File: config.mk
export PLATFORM = sky130hd
export DESIGN_NAME = rename_commit_sequencer
export DESIGN_NICKNAME = d
export VERILOG_FILES = /design/src/rtl/viola_pkg.sv /design/src/rtl/rcs_entry_array.sv /design/src/rtl/rename_commit_sequencer.sv
export SDC_FILE = /design/constraint.sdc
export NUM_CORES = 1
export LEC_CHECK = 0
export CAP_MARGIN = 5
export CORE_MARGIN = 10
export CORE_UTILIZATION = 50
export DETAILED_ROUTE_END_ITERATION = 16
export MAX_ROUTING_LAYER = met4
export PLACE_DENSITY_LB_ADDON = 0.05
export SKIP_CTS_REPAIR_TIMING = 1
export SYNTH_ARGS = -nofsm -noshare
export SYNTH_HDL_FRONTEND = slang
export SYNTH_HIERARCHICAL = 1
export SYNTH_SLANG_ARGS = --single-unit
File: constraint.sdc
create_clock -name clk -period 6.25 [get_ports clk]
set_input_delay 0.625 -clock clk [delete_from_list [all_inputs] [get_ports clk]]
set_output_delay 0.625 -clock clk [all_outputs]
set_load 0.01 [all_outputs]
File: src/rtl/viola_pkg.sv
// Shared constants, entry record and sequencer state encoding for the
// rename/commit sequencer and its entry array.
package viola_pkg;

    localparam int TAG_W = 3;
    localparam int DEPTH = 2**TAG_W - 1;
    localparam int XLEN  = 32;
    localparam int REG_W = 5;

    typedef logic [TAG_W-1:0] tag_t;

    localparam tag_t NO_TAG  = '0;
    localparam tag_t TAG_ONE = tag_t'(1);
    localparam tag_t MAX_TAG = tag_t'(DEPTH);

    typedef struct packed {
        logic             valid;
        logic             done;
        logic [REG_W-1:0] rd;
        logic [XLEN-1:0]  value;
    } entry_t;

    typedef enum logic {
        RUN   = 1'b0,
        FLUSH = 1'b1
    } seq_state_t;

    // Tags run 1..DEPTH; tag 0 means "no dependency" and is skipped on wrap.
    function automatic tag_t next_tag(input tag_t t);
        return (t == MAX_TAG) ? TAG_ONE : t + TAG_ONE;
    endfunction

endpackage

File: src/rtl/rcs_entry_array.sv
// In-flight entry storage: issue write port, writeback write port and a
// combinational head read port. Slot 0 exists only so tags index directly.
module rcs_entry_array
    import viola_pkg::*;
(
    input  logic              clk,
    input  logic              rst,
    input  logic              clear,
    input  logic              issue_en,
    input  logic [TAG_W-1:0]  issue_tag,
    input  logic [REG_W-1:0]  issue_rd,
    input  logic              wb_en,
    input  logic [TAG_W-1:0]  wb_tag,
    input  logic [XLEN-1:0]   wb_data,
    input  logic              retire_en,
    input  logic [TAG_W-1:0]  head_tag,
    output entry_t            head_entry
);

    localparam int SLOTS = 2**TAG_W;

    logic [SLOTS-1:0] valid_q;
    logic [SLOTS-1:0] done_q;
    logic [REG_W-1:0] rd_q    [SLOTS];
    logic [XLEN-1:0]  value_q [SLOTS];
    logic             wb_accept;

    // First writeback wins; late or stray results are dropped.
    assign wb_accept = wb_en && (wb_tag != NO_TAG) && valid_q[wb_tag] && !done_q[wb_tag];

    always_ff @(posedge clk or negedge rst) begin
        if (!rst) begin
            valid_q <= '0;
            done_q  <= '0;
        end else if (clear) begin
            valid_q <= '0;
            done_q  <= '0;
        end else begin
            if (issue_en) begin
                valid_q[issue_tag] <= 1'b1;
                done_q[issue_tag]  <= 1'b0;
            end
            if (wb_accept) begin
                done_q[wb_tag] <= 1'b1;
            end
            // Retire last so a bypassed writeback to the head leaves it cleared.
            if (retire_en) begin
                valid_q[head_tag] <= 1'b0;
                done_q[head_tag]  <= 1'b0;
            end
        end
    end

    // NOTE: payload has no reset; valid/done qualify every read of it.
    always_ff @(posedge clk) begin
        if (issue_en) begin
            rd_q[issue_tag] <= issue_rd;
        end
        if (wb_accept) begin
            value_q[wb_tag] <= wb_data;
        end
    end

    always_comb begin
        head_entry       = '0;
        head_entry.valid = valid_q[head_tag];
        head_entry.done  = done_q[head_tag];
        head_entry.rd    = rd_q[head_tag];
        head_entry.value = value_q[head_tag];
    end

endmodule

File: src/rtl/rename_commit_sequencer.sv
// In-order tag allocator and commit sequencer feeding the register file.
// Optional macro COMMIT_BYPASS_EN retires a head writeback at the capture edge.
module rename_commit_sequencer
    import viola_pkg::*;
(
    input  logic              clk,
    input  logic              rst,
    input  logic              flush,
    input  logic              issue_valid,
    input  logic [REG_W-1:0]  issue_rd,
    output logic              issue_ready,
    output logic [TAG_W-1:0]  issue_tag,
    input  logic              wb_valid,
    input  logic [TAG_W-1:0]  wb_tag,
    input  logic [XLEN-1:0]   wb_data,
    output logic              rf_commit,
    output logic [REG_W-1:0]  rf_reg_num,
    output logic [XLEN-1:0]   rf_data,
    output logic [TAG_W-1:0]  rf_num,
    output logic              rf_flush,
    output logic [TAG_W-1:0]  occupancy
);

    seq_state_t      state_q, state_d;
    tag_t            head_q, tail_q, occ_q;
    entry_t          head_entry;
    logic            issue_fire;
    logic            wb_en;
    logic            bypass;
    logic            retire;
    logic [XLEN-1:0] retire_data;

    assign issue_tag = tail_q;
    assign occupancy = occ_q;

    always_ff @(posedge clk or negedge rst) begin
        if (!rst) begin
            state_q <= RUN;
        end else begin
            state_q <= state_d;
        end
    end

    // NOTE: every output written here gets a default first, so no latches.
    always_comb begin
        state_d     = state_q;
        issue_ready = 1'b0;
        rf_flush    = 1'b0;
        case (state_q)
            RUN:     issue_ready = (occ_q < MAX_TAG);
            FLUSH:   rf_flush    = 1'b1;
            default: ;
        endcase
        if (flush) begin
            state_d = FLUSH;
        end else if (state_q == FLUSH) begin
            state_d = RUN;
        end
    end

    assign issue_fire = issue_valid && issue_ready && !flush;
    assign wb_en      = wb_valid && (state_q == RUN) && !flush;

`ifdef COMMIT_BYPASS_EN
    assign bypass = wb_en && (wb_tag == head_q) && head_entry.valid && !head_entry.done;
`else
    assign bypass = 1'b0;
`endif

    assign retire      = !flush && head_entry.valid && (head_entry.done || bypass);
    assign retire_data = bypass ? wb_data : head_entry.value;

    rcs_entry_array u_entries (
        .clk        (clk),
        .rst        (rst),
        .clear      (flush),
        .issue_en   (issue_fire),
        .issue_tag  (tail_q),
        .issue_rd   (issue_rd),
        .wb_en      (wb_en),
        .wb_tag     (wb_tag),
        .wb_data    (wb_data),
        .retire_en  (retire),
        .head_tag   (head_q),
        .head_entry (head_entry)
    );

    // NOTE: sequential state uses non-blocking assignments only.
    always_ff @(posedge clk or negedge rst) begin
        if (!rst) begin
            head_q     <= TAG_ONE;
            tail_q     <= TAG_ONE;
            occ_q      <= '0;
            rf_commit  <= 1'b0;
            rf_reg_num <= '0;
            rf_data    <= '0;
            rf_num     <= '0;
        end else if (flush) begin
            head_q    <= TAG_ONE;
            tail_q    <= TAG_ONE;
            occ_q     <= '0;
            rf_commit <= 1'b0;
        end else begin
            if (issue_fire) begin
                tail_q <= next_tag(tail_q);
            end
            if (retire) begin
                head_q <= next_tag(head_q);
            end
            case ({issue_fire, retire})
                2'b10:   occ_q <= occ_q + TAG_ONE;
                2'b01:   occ_q <= occ_q - TAG_ONE;
                default: occ_q <= occ_q;
            endcase
            // x0 retirements consume the slot but never strobe the register file.
            rf_commit <= retire && (head_entry.rd != '0);
            if (retire) begin
                rf_reg_num <= head_entry.rd;
                rf_data    <= retire_data;
                rf_num     <= head_q;
            end
        end
    end

endmodule

Word-level counts from Yosys, hierarchy flattened
Memory sizes are Yosys's and may differ from the RTL's. A register that Yosys moved wholly into a read port is not among the register bits.
Index checks and enable logic that the tools add are counted.
- output and inout port bits: 49
- memories: 2
- word-level logic and storage cells: 97
- bits in writable memories: 296
- bits in registers: 35
- memory list (memory ; words ; width ; rd ports ; clocked after memory_dff ; wr ports ; line ; RTL):
    u_entries.value_q ; 8 ; 32 ; 1 ; 1 ; 1 ; rcs_entry_array.sv:25 ; logic [XLEN-1:0] value_q [SLOTS];
    u_entries.rd_q ; 8 ; 5 ; 1 ; 0 ; 1 ; rcs_entry_array.sv:24 ; logic [REG_W-1:0] rd_q [SLOTS];
- eq/ne operators: 4
- add/sub/neg operators: 4
- bitwise logic cells: 9
- mux-type cells: 40
- reduce and logical (&&, ||, !) cells: 22
- magnitude comparators: 7
- operators with widths (operator ; count):
    8-bit two-way mux ; 10
    8-bit bitwise AND ; 3
    3-bit two-way mux ; 7
    8-bit inverter ; 2
    8-bit OR ; 2
    1-bit two-way mux ; 15
    1-bit logical AND ; 13
    1-bit binary-select mux with 3-bit select ; 4
    3-bit by 4-bit less-than comparator with 1-bit output, second input constant ; 3
    3-bit by 1-bit adder with 3-bit output, second input constant ; 3
    1-bit demux with 3-bit select ; 3
    3-bit by 1-bit >= comparator with 1-bit output, second input constant ; 3
    3-bit equality test, second input constant ; 2
    3-bit one-hot mux with 2 select lines ; 1
    3-bit nonzero test ; 2
    5-bit nonzero test ; 1
    2-bit nonzero test ; 2
    1-bit logical NOT ; 3
    3-bit less-than comparator, second input constant ; 1
    3-bit by 1-bit subtractor with 3-bit output, second input constant ; 1
    2-bit by 1-bit equality test with 1-bit output, second input constant ; 1
    2-bit equality test, second input constant ; 1
    1-bit inverter ; 2
    2-bit AND reduction ; 1

Logic depth before layout (Yosys ltp)
- depth after elaboration: 14
- depth in mapped cells: 13

Modules after synthesis
Netlist, hierarchy kept.
- by module, submodules not included (module ; cells an instance ; area each (sq um) ; instances):
    rcs_entry_array ; 522 ; 12082.8 ; 1
    rename_commit_sequencer ; 234 ; 2132.0 ; 1

Worst setup path before layout
Ideal clock, no wire load.
- kind: in2reg
- start: in flush
- end: reg u_entries.done_q[5]
- cell stages on the path: 5
- path buffers: 1
- path slack: 1.021 ns
- arrival time: 5.151 ns
- cells stage by stage: clkbuf_1 > nor3b_1 > nand2_1 > nor4b_1 > o21ba_2
- cells in the longest elaborated chain, start to end: 10
- elaborated cells between the ends (all ways): 16
- RTL lines (element ; line ; RTL):
    from (decl) ; rename_commit_sequencer.sv:8 ; input logic flush,
    1-bit logical NOT * ; rename_commit_sequencer.sv:62 ; assign wb_en = wb_valid && (state_q == RUN) && !flush;
    1-bit logical AND * ; rename_commit_sequencer.sv:62 ;
    named net wb_en ; rename_commit_sequencer.sv:28 ; logic wb_en;
    1-bit logical AND * (3 in a row) ; rcs_entry_array.sv:29 ; assign wb_accept = wb_en && (wb_tag != NO_TAG) && valid_q[wb_tag] && !done_q[wb_tag];
    8-bit two-way mux * ; rcs_entry_array.sv:43 ; if (wb_accept) begin
    8-bit two-way mux * ; rcs_entry_array.sv:35 ; end else if (clear) begin
    8-bit bitwise AND (no source line) ; -- ;
    8-bit two-way mux * ; rcs_entry_array.sv:47 ; if (retire_en) begin
    8-bit two-way mux * ; rcs_entry_array.sv:35 ;
    to (signal assigned) ; rcs_entry_array.sv:34 ; done_q <= '0;
    to (signal assigned) ; rcs_entry_array.sv:37 ; done_q <= '0;
    to (signal, indexed assignment) ; rcs_entry_array.sv:49 ; done_q[head_tag] <= 1'b0;
    to (decl) ; rcs_entry_array.sv:23 ; logic [SLOTS-1:0] done_q;
Mark *: on every way through the listed nets, which the timed path passes. The rest lies on a longest branch. The select of a mux whose other input is x is not followed.
A chain may end at the register's enable or synchronous reset.

==> impl_metrics.ini <==
[synth]
seq_area_frac_synth = 0.743
synth-seq-cells = 363
synth_area_leaders = edfxtp_1 (63%), mux4_2 (12%), dfrtp_1 (11%)
syn_inst = 756
synth_top_flop_cell = edfxtp_1
async_reset_ff_frac = 0.185
synth_top_area_share = 0.625
synthesis.area_mm2 = 0.0142
synth-edff-count = 296
synth.avg_cell_area_um2 = 18.8
synth_cell_types = 46
synth_area_leader_cell = edfxtp_1
ys_warn_count = 6

[timing]
max_freq_ghz = 0.280
fin_crit_ps = 3570
setup_viol = 0
fin_crit_sh = 0.571
rsz0062_at_grt = no
finalHoldViolCount = 0
maxSlewHeadroom = 0.249
maxSlewViolCount = 0
finalSetupTns_ps = 0
layout_setup_ws_ps = 2680
worstMarginPinSlew_ps = 1130
skew_ps = 9.40

[placed_design]
port_buffers = 93
pre_cts_ws_ps = 2280
gp_congestion = 0.877
dp_hpwl_mm = 16.1

[die]
row_count = 61
start_util = 0.509
ios = 94
dieWidth_um = 189
chipHeight_um = 189
core_mm2 = 0.0279
die_area_mm2 = 0.0356

[run_status]
status = finished, final reports clean

[routing]
drc = 0
drt_wl_total_mm = 28.6
ant_nets = 0
route.met2.wl_mm = 14.1
drt_pass1_iterations = 4
vias = 7190
wl_met1_mm = 12.4
avgViaCountPerCell = 5.51
routedWlPerCell_um = 21.9
highest_layer = met4
met3_length_mm = 1.53
first_iter_violations = 609

[pwr]
leakage_nw = 5.89
totalPowerFinal_mw = 4.96
power.density_mw_per_mm2 = 294
internal-power_mw = 4.02
net-switching-power_mw = 0.938
share_seq_of_total_power = 0.535
swShare = 0.189
ir_drop_v = 0.000254
pwr-share-comb = 0.024
clkPwrFrac = 0.441

[global_routing]
grt_usage = 0.168
grt_max_degree = 68
overflow = 0
grt_pass1_wl_mm = 45.5
grt_pass1_vias = 7896
antenna_found_initial = 1

[cts]
insertion_delay_ps = 510
cts-root-buf = clkbuf_16
cts_buffers = 39
cts_sinks = 363
path_clk_slew_ps = 60
cts_tree = yes
htree_levels = 2
clock_path_buffers = 3

[layout]
nNetsFinal = 946
syn2layout_area_growth_pct = 18.5
layout_commonest_cell = edfxtp_1
drive_gt1_frac = 0.227
final_cell_mix = edfxtp_1 (296), nand2_1 (133), clkdlybuf4s50_1 (92)

[setup_path]
r2r-end = occupancy[2]
r2r_slack_ps = 2680
worstPathRequired_ps = 6680
worstPathArrival_ps = 4000
rr_worst_depth = 10
slowest_delay_ps = 890
crit_buf_inv = 1
critical-path-top-delay-family = flip-flops
path_class = reg2reg
path_cells = mux4_2 -> mux2_2 -> and2_1 -> nand2b_2 -> buf_4 -> nor2_1 -> fa_1 -> a211o_1 -> and3b_1 -> nor3_2
worst-path-max-fanout = 50
r2r-start = head_q[2]
cp_slowest_cell = dfrtp_4
cp-start-kind = flip-flop
endpoint_kind = flip-flop

[hold_path]
holdCritPathClass = in2async

[flow_run]
maxCapViolCount = 0
## metrics by stage
step / utilization / cells / hold slack (ps) / area [um^2]
6_report: 0.603 / 1305 / 268 / 16800
5_1_grt: 0.603 / 1305 / 329 / 16800
4_1_cts: 0.603 / 1304 / 308 / 16800
3_5_place_dp: 0.559 / 1233 / 461 / 15600
3_3_place_gp: 0.559 / 1233 / 460 / 15600
2_1_floorplan: - / 787 / 329 / 14300
## sequential cells by signal, indices dropped and copies added, names as in the netlist, 5 cells and up
register           cells
rf_data               32
rf_reg_num             5
u_entries/done_q       8
u_entries/rd_q        40
u_entries/valid_q      8
u_entries/value_q    256
## cell usage after synthesis, drive strengths merged, types with 4 or more instances
cell and count:
mux2 39, buf 21, o21a 6, dfrtp 65, o21ba 7, clkbuf 13, nor3 6, ha 4
inv 5, nand2 133, nor2 14, mux4 78, nor2b 7, edfxtp 296, nor3b 4, a21oi 13
a31o 4, o21ai 6, nand2b 9
## power by group through the flow
stage	Sequential (mW)	Clock, mW	Combinational [mW]
6_report	2.65	2.19	0.118
5_1_grt	2.65	2.35	0.131
4_1_cts	2.65	2.24	0.119
3_5_place_dp	2.70	0	0.119
3_3_place_gp	2.70	0	0.114
2_1_floorplan	2.70	0	0.0409
## per-layer routing
metal  vias to the layer above  global-route usage
li1                       3191                   -
met1                      3736               0.213
met2                       210               0.271
met3                        53              0.0358
met4                         0              0.0464
met5                         -                   -
## how the worst max path moves through the flow
stage / from / to / cells after the start / slack, ps
after global routing: head_q[2] / occupancy[2] / 10 / 2490
after CTS: head_q[2] / occupancy[2] / 10 / 2620
after detailed placement: flush / u_entries/value_q[7][22] / 5 / 2280
after global placement: flush / u_entries/value_q[3][11] / 5 / 2400
final: head_q[2] / occupancy[2] / 10 / 2680
after floorplan: flush / u_entries/done_q[5] / 5 / 1020
## kinds of logic (layout without fill, tap and decap cells)
logic type / count (synthesis) / after routing / share of synthesized area
fa+ha+maj: 5 / 5 / 0.00493
simple gates: 188 / 188 / 0.0592
mux: 117 / 117 / 0.154
flops: 363 / 363 / 0.743
buf+inv: 39 / 178 / 0.0162
compound gates: 43 / 43 / 0.0216
other cells: 1 / 33 / 0.000264
## final cells by class
| type | count | area [um^2] |
|---|---|---|
| Inverter | 5 | 18.8 |
| Clock buffer | 58 | 1120 |
| Antenna cell | 1 | 2.50 |
| Multi-Input combinational cell | 385 | 3550 |
| Tap cell | 378 | 473 |
| Timing Repair Buffer | 102 | 996 |
| Sequential cell | 363 | 10600 |
| Clock inverter | 13 | 110 |
| Fill cell | 2087 | 11100 |
Note: power is estimated with default switching activity, not from simulation.
